===== src/rtl/drop_sequencer.sv =====
// Baggage-drop sequencer: arm/abort handling, weight-hold qualification, timed hatch window, cooldown, drop counter.
// All outputs registered (one cycle after the deciding edge); no backpressure, commands are sampled every cycle.
module drop_sequencer #(
   parameter int W               = 16,
   parameter int HOLD_CYCLES     = 8,
   parameter int OPEN_CYCLES     = 16,
   parameter int COOLDOWN_CYCLES = 4,
   parameter int ARM_TIMEOUT     = 255
) (
   input  logic         clk,
   input  logic         rst_n,
   input  logic         cmd_valid,
   input  logic         cmd_drop,
   input  logic         cmd_abort,
   input  logic [W-1:0] t_act,
   input  logic [W-1:0] t_lim,
   output logic         drop_en,
   output logic         hatch_open,
   output logic         drop_done,
   output logic         timeout,
   output logic         busy,
   output logic [7:0]   drop_count,
   output logic [1:0]   state
);

   typedef enum logic [1:0] {
      S_IDLE  = 2'd0,
      S_ARMED = 2'd1,
      S_OPEN  = 2'd2,
      S_COOL  = 2'd3
   } st_t;

   localparam int MAX_HT = (HOLD_CYCLES > ARM_TIMEOUT) ? HOLD_CYCLES : ARM_TIMEOUT;
   localparam int MAX_OC = (OPEN_CYCLES > COOLDOWN_CYCLES) ? OPEN_CYCLES : COOLDOWN_CYCLES;
   localparam int MAX_V  = (MAX_HT > MAX_OC) ? MAX_HT : MAX_OC;
   localparam int CW     = $clog2(MAX_V + 1);

   localparam logic [CW-1:0] HOLD_LAST = CW'(HOLD_CYCLES - 1);
   localparam logic [CW-1:0] TMO_LAST  = CW'(ARM_TIMEOUT - 1);
   localparam logic [CW-1:0] OPEN_LAST = CW'(OPEN_CYCLES - 1);
   localparam logic [CW-1:0] COOL_LAST = CW'(COOLDOWN_CYCLES - 1);

   st_t           st;
   logic [CW-1:0] hold_cnt;
   logic [CW-1:0] tmo_cnt;
   logic [CW-1:0] ph_cnt;
   logic          ok;

   assign ok    = (t_lim >= t_act);
   assign state = st;

   always_ff @(posedge clk) begin
      if (!rst_n) begin
         st         <= S_IDLE;
         hold_cnt   <= '0;
         tmo_cnt    <= '0;
         ph_cnt     <= '0;
         drop_en    <= 1'b0;
         hatch_open <= 1'b0;
         drop_done  <= 1'b0;
         timeout    <= 1'b0;
         busy       <= 1'b0;
         drop_count <= 8'd0;
      end else begin
         drop_done <= 1'b0;
         timeout   <= 1'b0;
         case (st)
            S_IDLE: begin
               if (cmd_valid && cmd_drop && !cmd_abort) begin
                  st       <= S_ARMED;
                  hold_cnt <= '0;
                  tmo_cnt  <= '0;
                  drop_en  <= 1'b1;
                  busy     <= 1'b1;
               end
            end
            S_ARMED: begin
               hold_cnt <= ok ? hold_cnt + 1'b1 : '0;
               tmo_cnt  <= tmo_cnt + 1'b1;
               // Abort outranks hold-met, which outranks timeout.
               if (cmd_valid && cmd_abort) begin
                  st      <= S_IDLE;
                  drop_en <= 1'b0;
                  busy    <= 1'b0;
               end else if (ok && hold_cnt == HOLD_LAST) begin
                  st         <= S_OPEN;
                  hatch_open <= 1'b1;
                  ph_cnt     <= '0;
               end else if (tmo_cnt == TMO_LAST) begin
                  st      <= S_IDLE;
                  drop_en <= 1'b0;
                  busy    <= 1'b0;
                  timeout <= 1'b1;
               end
            end
            S_OPEN: begin
               ph_cnt <= ph_cnt + 1'b1;
               if (ph_cnt == OPEN_LAST) begin
                  st         <= S_COOL;
                  ph_cnt     <= '0;
                  drop_en    <= 1'b0;
                  hatch_open <= 1'b0;
                  drop_done  <= 1'b1;
                  if (drop_count != 8'hFF)
                     drop_count <= drop_count + 8'd1;
               end
            end
            S_COOL: begin
               ph_cnt <= ph_cnt + 1'b1;
               if (ph_cnt == COOL_LAST) begin
                  st   <= S_IDLE;
                  busy <= 1'b0;
               end
            end
            default: st <= S_IDLE;
         endcase
      end
   end

endmodule

===== config.mk =====
export PLATFORM = sky130hd
export DESIGN_NAME = drop_sequencer
export DESIGN_NICKNAME = d
export VERILOG_FILES = /design/src/rtl/drop_sequencer.sv
export SDC_FILE = /design/constraint.sdc
export NUM_CORES = 1
export LEC_CHECK = 0
export ABC_CLOCK_PERIOD_IN_PS = 5400
export BUFFER_PORTS_ARGS = -buffer_cell sky130_fd_sc_hd__buf_2
export CAP_MARGIN = 40
export CELL_PAD_IN_SITES_DETAIL_PLACEMENT = 1
export CELL_PAD_IN_SITES_GLOBAL_PLACEMENT = 1
export CORE_UTILIZATION = 44
export DETAILED_ROUTE_END_ITERATION = 12
export GPL_ROUTABILITY_DRIVEN = 0
export HOLD_SLACK_MARGIN = 0.12
export PLACE_DENSITY_LB_ADDON = 0.25
export SLEW_MARGIN = 5
export SYNTH_ARGS = -nofsm -noshare
export SYNTH_HDL_FRONTEND = slang
export SYNTH_SLANG_ARGS = --single-unit

===== constraint.sdc =====
create_clock -name clk -period 5.4 [get_ports clk]
set_input_delay 1.08 -clock clk [delete_from_list [all_inputs] [get_ports clk]]
set_output_delay 1.08 -clock clk [all_outputs]
set_load 0.02 [all_outputs]

==> summary.md <==
| Metric | Value |
|---|---|
| N_diodes | 0 |
| CTS max path bufs | 2 |
| Maxcap violations | 0 |
| Cts repair resizes | 0 |
| Post-Route WL | 6310 um |
| WP data required | 5.58 ns |
| Fin cells | 441 |
| CP Data Arrival Time | 3.29 ns |
| First-pass GRT wire length | 10,900 um |
| Post-route ant nets | 0 |
| Main synth FF type | dfxtp_1 |
| Post-Place Cell Area | 2930 um2 |
| Initial antenna violation count | 0 |
| Grt ovf | 0 |
| Pwr per Cell Area | 226 nW/um2 |
| Post-synth cell types | 56 |
| RSZ-0062 raised after global routing | false |
| Die height | 79.3 um |
| Final nets | 432 |
| Met2 GRT Util | 0.386 |
| Cell depth of the worst flop-to-flop path | 5 |
| Worst skew pair latency | 0.30 ns |
| Tmin final | 3.11 ns |
| # rows | 27 |
| Share of Yosys cell area claimed by the top area cell type | 0.297 |
| Clk sinks | 39 |
| Leak pwr | 1.34 nW |
| Nature of the critical path endpoint | flip-flop |
| Port bufs | 51 |
| Clock Pin Slew Worst Setup and Hold Paths | 0.07 ns |
| Cts bufs inserted | 5 |
| CP Launch Type | input port |
| Crit path launch | t_act[0] |
| Largest net degree at the start of global routing | 25 |
| Hold Crit Class | reg2reg |
| Gate Count Post-Synth | 321 |
| Worst setup path endpoint | ph_cnt[7] |
| DPL Wire Length | 4860 um |
| Max-slew violations | 0 |
| Post-CTS Hold Buffers | 0 |
| # DRC | 0 |
| Final Cycle Share | 0.576 |
| Met1 Use GR | 0.260 |
| Fmax | 0.321 GHz |
| Worst reg2reg endpoint | hatch_open |
| Total GRT Usage | 0.217 |
| 1st-iter DRT viols | 60 |
| Setup violations, final | 0 |
| Maximum vdd drop | 129 uV |
| Via count | 2,468 |
| Hold Fails Final Rpt | 0 |
| Clock root cell | clkbuf_8 |
| Syn_nets | 385 |
| Setup_tns | 0 ns |
| Worst Path Max Fanout | 16 |
| CP Class | in2reg |
| DR WL/cell | 14.3 um |
| Starting Density | 0.466 |
| M3 GR Usage | 0.0310 |
| Sequential Area | 781 um2 |
| Die Area | 6290 um2 |
| Chip Width | 79.3 um |
| Asr flop ratio synth | 0 |
| Post-route cell area | 3020 um2 |
| CTS tree | yes |
| Area of the multi-input gates | 1690 um2 |
| # IOs | 52 |
| Layout area overhead | 14.6% |
| Slew headroom | 0.528 |
| Final Skew | 0.00734 ns |
| Sequential area share after synthesis | 0.297 |
| Postcts setup bufs | 0 |
| Run status | completed |
| Most Used Layer, Global Route | met2 |
| Worst reg2reg path startpoint | state[0] |
| Dominant cells by area after synthesis | dfxtp_1 30%, ha_1 13%, nor2_1 5.1% |
| Warnings, synthesis | 0 |
| H-tree depth | 2 |
| Core footprint | 5640 um2 |
| Tightest Pin Transition | 0.706 ns |
| Post-synthesis register bit count | 39 |
| Post-synth EDFFs | 0 |
| Layout cells sized above 1 | 0.211 |
| Number of global-route vias before repair | 2,485 |
| Setup slack, reg-to-reg | 2.97 ns |
| DRT Pass-1 Iters | 4 |
| Cell taking the most area after synthesis | dfxtp_1 |
| DP Cell Count | 433 |
| Drt via density | 5.60 |
| Cell Area, Synth | 2630 um2 |
| Syn_area_per_cell | 8.20 um2 |
| FILL cells | 726 |
report_power, final:
part | internal, mW | leakage [nW] | switching, mW
clock | 0.0908 | 0.0422 | 0.105
combinational | 0.0708 | 0.986 | 0.108
sequential | 0.296 | 0.315 | 0.0105
total | 0.458 | 1.34 | 0.224
placed cells by master, fill, tap and decap left out, types with 6 or more instances in the layout:
cell      n
nand2_1  30
buf_2    51
or3_1     6
inv_1    27
nand4_1  11
ha_1     27
xor2_1    9
and3_1    6
nor2_1   36
nand3_1  16
a21oi_1  21
dfxtp_1  39
routing by layer:
metal,vias to the layer above,wire length [um]
met3,9,214
met2,54,3070
met1,1168,2910
met5,-,0
met4,0,107
li1,1237,-
logic make-up (layout without fill, tap and decap cells):
family | after synthesis | in the layout | share of synthesized area
AOI/OAI and AO/OA | 66 | 66 | 0.195
xor gates and xnor gates | 12 | 12 | 0.0399
adders and majority gates | 27 | 27 | 0.128
buffers and inverters | 39 | 87 | 0.0604
DFF | 39 | 39 | 0.297
muxes | 3 | 3 | 0.0114
and+or+nand+nor | 135 | 135 | 0.268
stage by stage:
step / utilization / hold slack [ns] / power [mW] / setup slack, ns
after floorplan: - / 0.449 / 0.439 / 2.40
after global placement: 0.517 / 0.462 / 0.485 / 2.03
after detailed placement: 0.520 / 0.482 / 0.493 / 2.00
after CTS: 0.534 / 0.492 / 0.689 / 2.31
after global routing: 0.534 / 0.512 / 0.722 / 2.17
final: 0.534 / 0.483 / 0.681 / 2.29
synthesized netlist by cell type (2+ instances only):
cell type  number
a31o_2          4
mux2i_1         3
nand3_1        16
xnor2_1         3
nor4b_1         3
and3_1          6
xor2_1          9
o22ai_1         5
or2_2           4
o21a_1          3
and4_1          3
a22o_1          5
nor3_1          5
dfxtp_1        39
or4_1           2
or3_1           6
a31oi_1         3
nand3b_1        3
nand2_1        30
nand4_1        11
a211o_1         3
clkbuf_1        7
a21oi_1        21
inv_1          27
buf_1           2
a41oi_1         3
ha_1           27
nand2b_1        2
o21ai_0         4
nor2_1         36
critical path: stages:
cell and delay (ns):
buf_2 0.10, ha_1 0.28, nand2b_4 0.15, a2111oi_4 0.41
o31ai_4 0.15, o311ai_4 0.68, a21o_1 0.33, o22ai_1 0.12
flip-flops by register name, indices dropped and copies added, names as in the netlist, named ones only:
name and count:
tmo_cnt 8, drop_en 1, hatch_open 1, drop_count 8, drop_done 1, ph_cnt 8, busy 1, timeout 1
state 1, hold_cnt 8
cell type report:
| type | count | area share |
|---|---|---|
| inverter | 27 | 0.0336 |
| clock inverter | 1 | 0.00166 |
| multi-input combinational | 243 | 0.561 |
| timing repair buffer | 52 | 0.0896 |
| tap | 72 | 0.0299 |
| sequential | 39 | 0.259 |
| clock buffer | 7 | 0.0253 |
how the worst min path moves through the flow:
| stage | from | cells past startpoint | slack (ns) | end |
|---|---|---|---|---|
| after floorplan | hold_cnt[1] | 2 | 0.45 | hold_cnt[1] |
| after global placement | hold_cnt[1] | 2 | 0.46 | hold_cnt[1] |
| after detailed placement | hold_cnt[1] | 2 | 0.48 | hold_cnt[1] |
| after CTS | hold_cnt[1] | 2 | 0.49 | hold_cnt[1] |
| after global routing | busy | 2 | 0.51 | busy |
| final | hold_cnt[1] | 2 | 0.48 | hold_cnt[1] |
No activity file was read; power rests on OpenSTA's default activity.
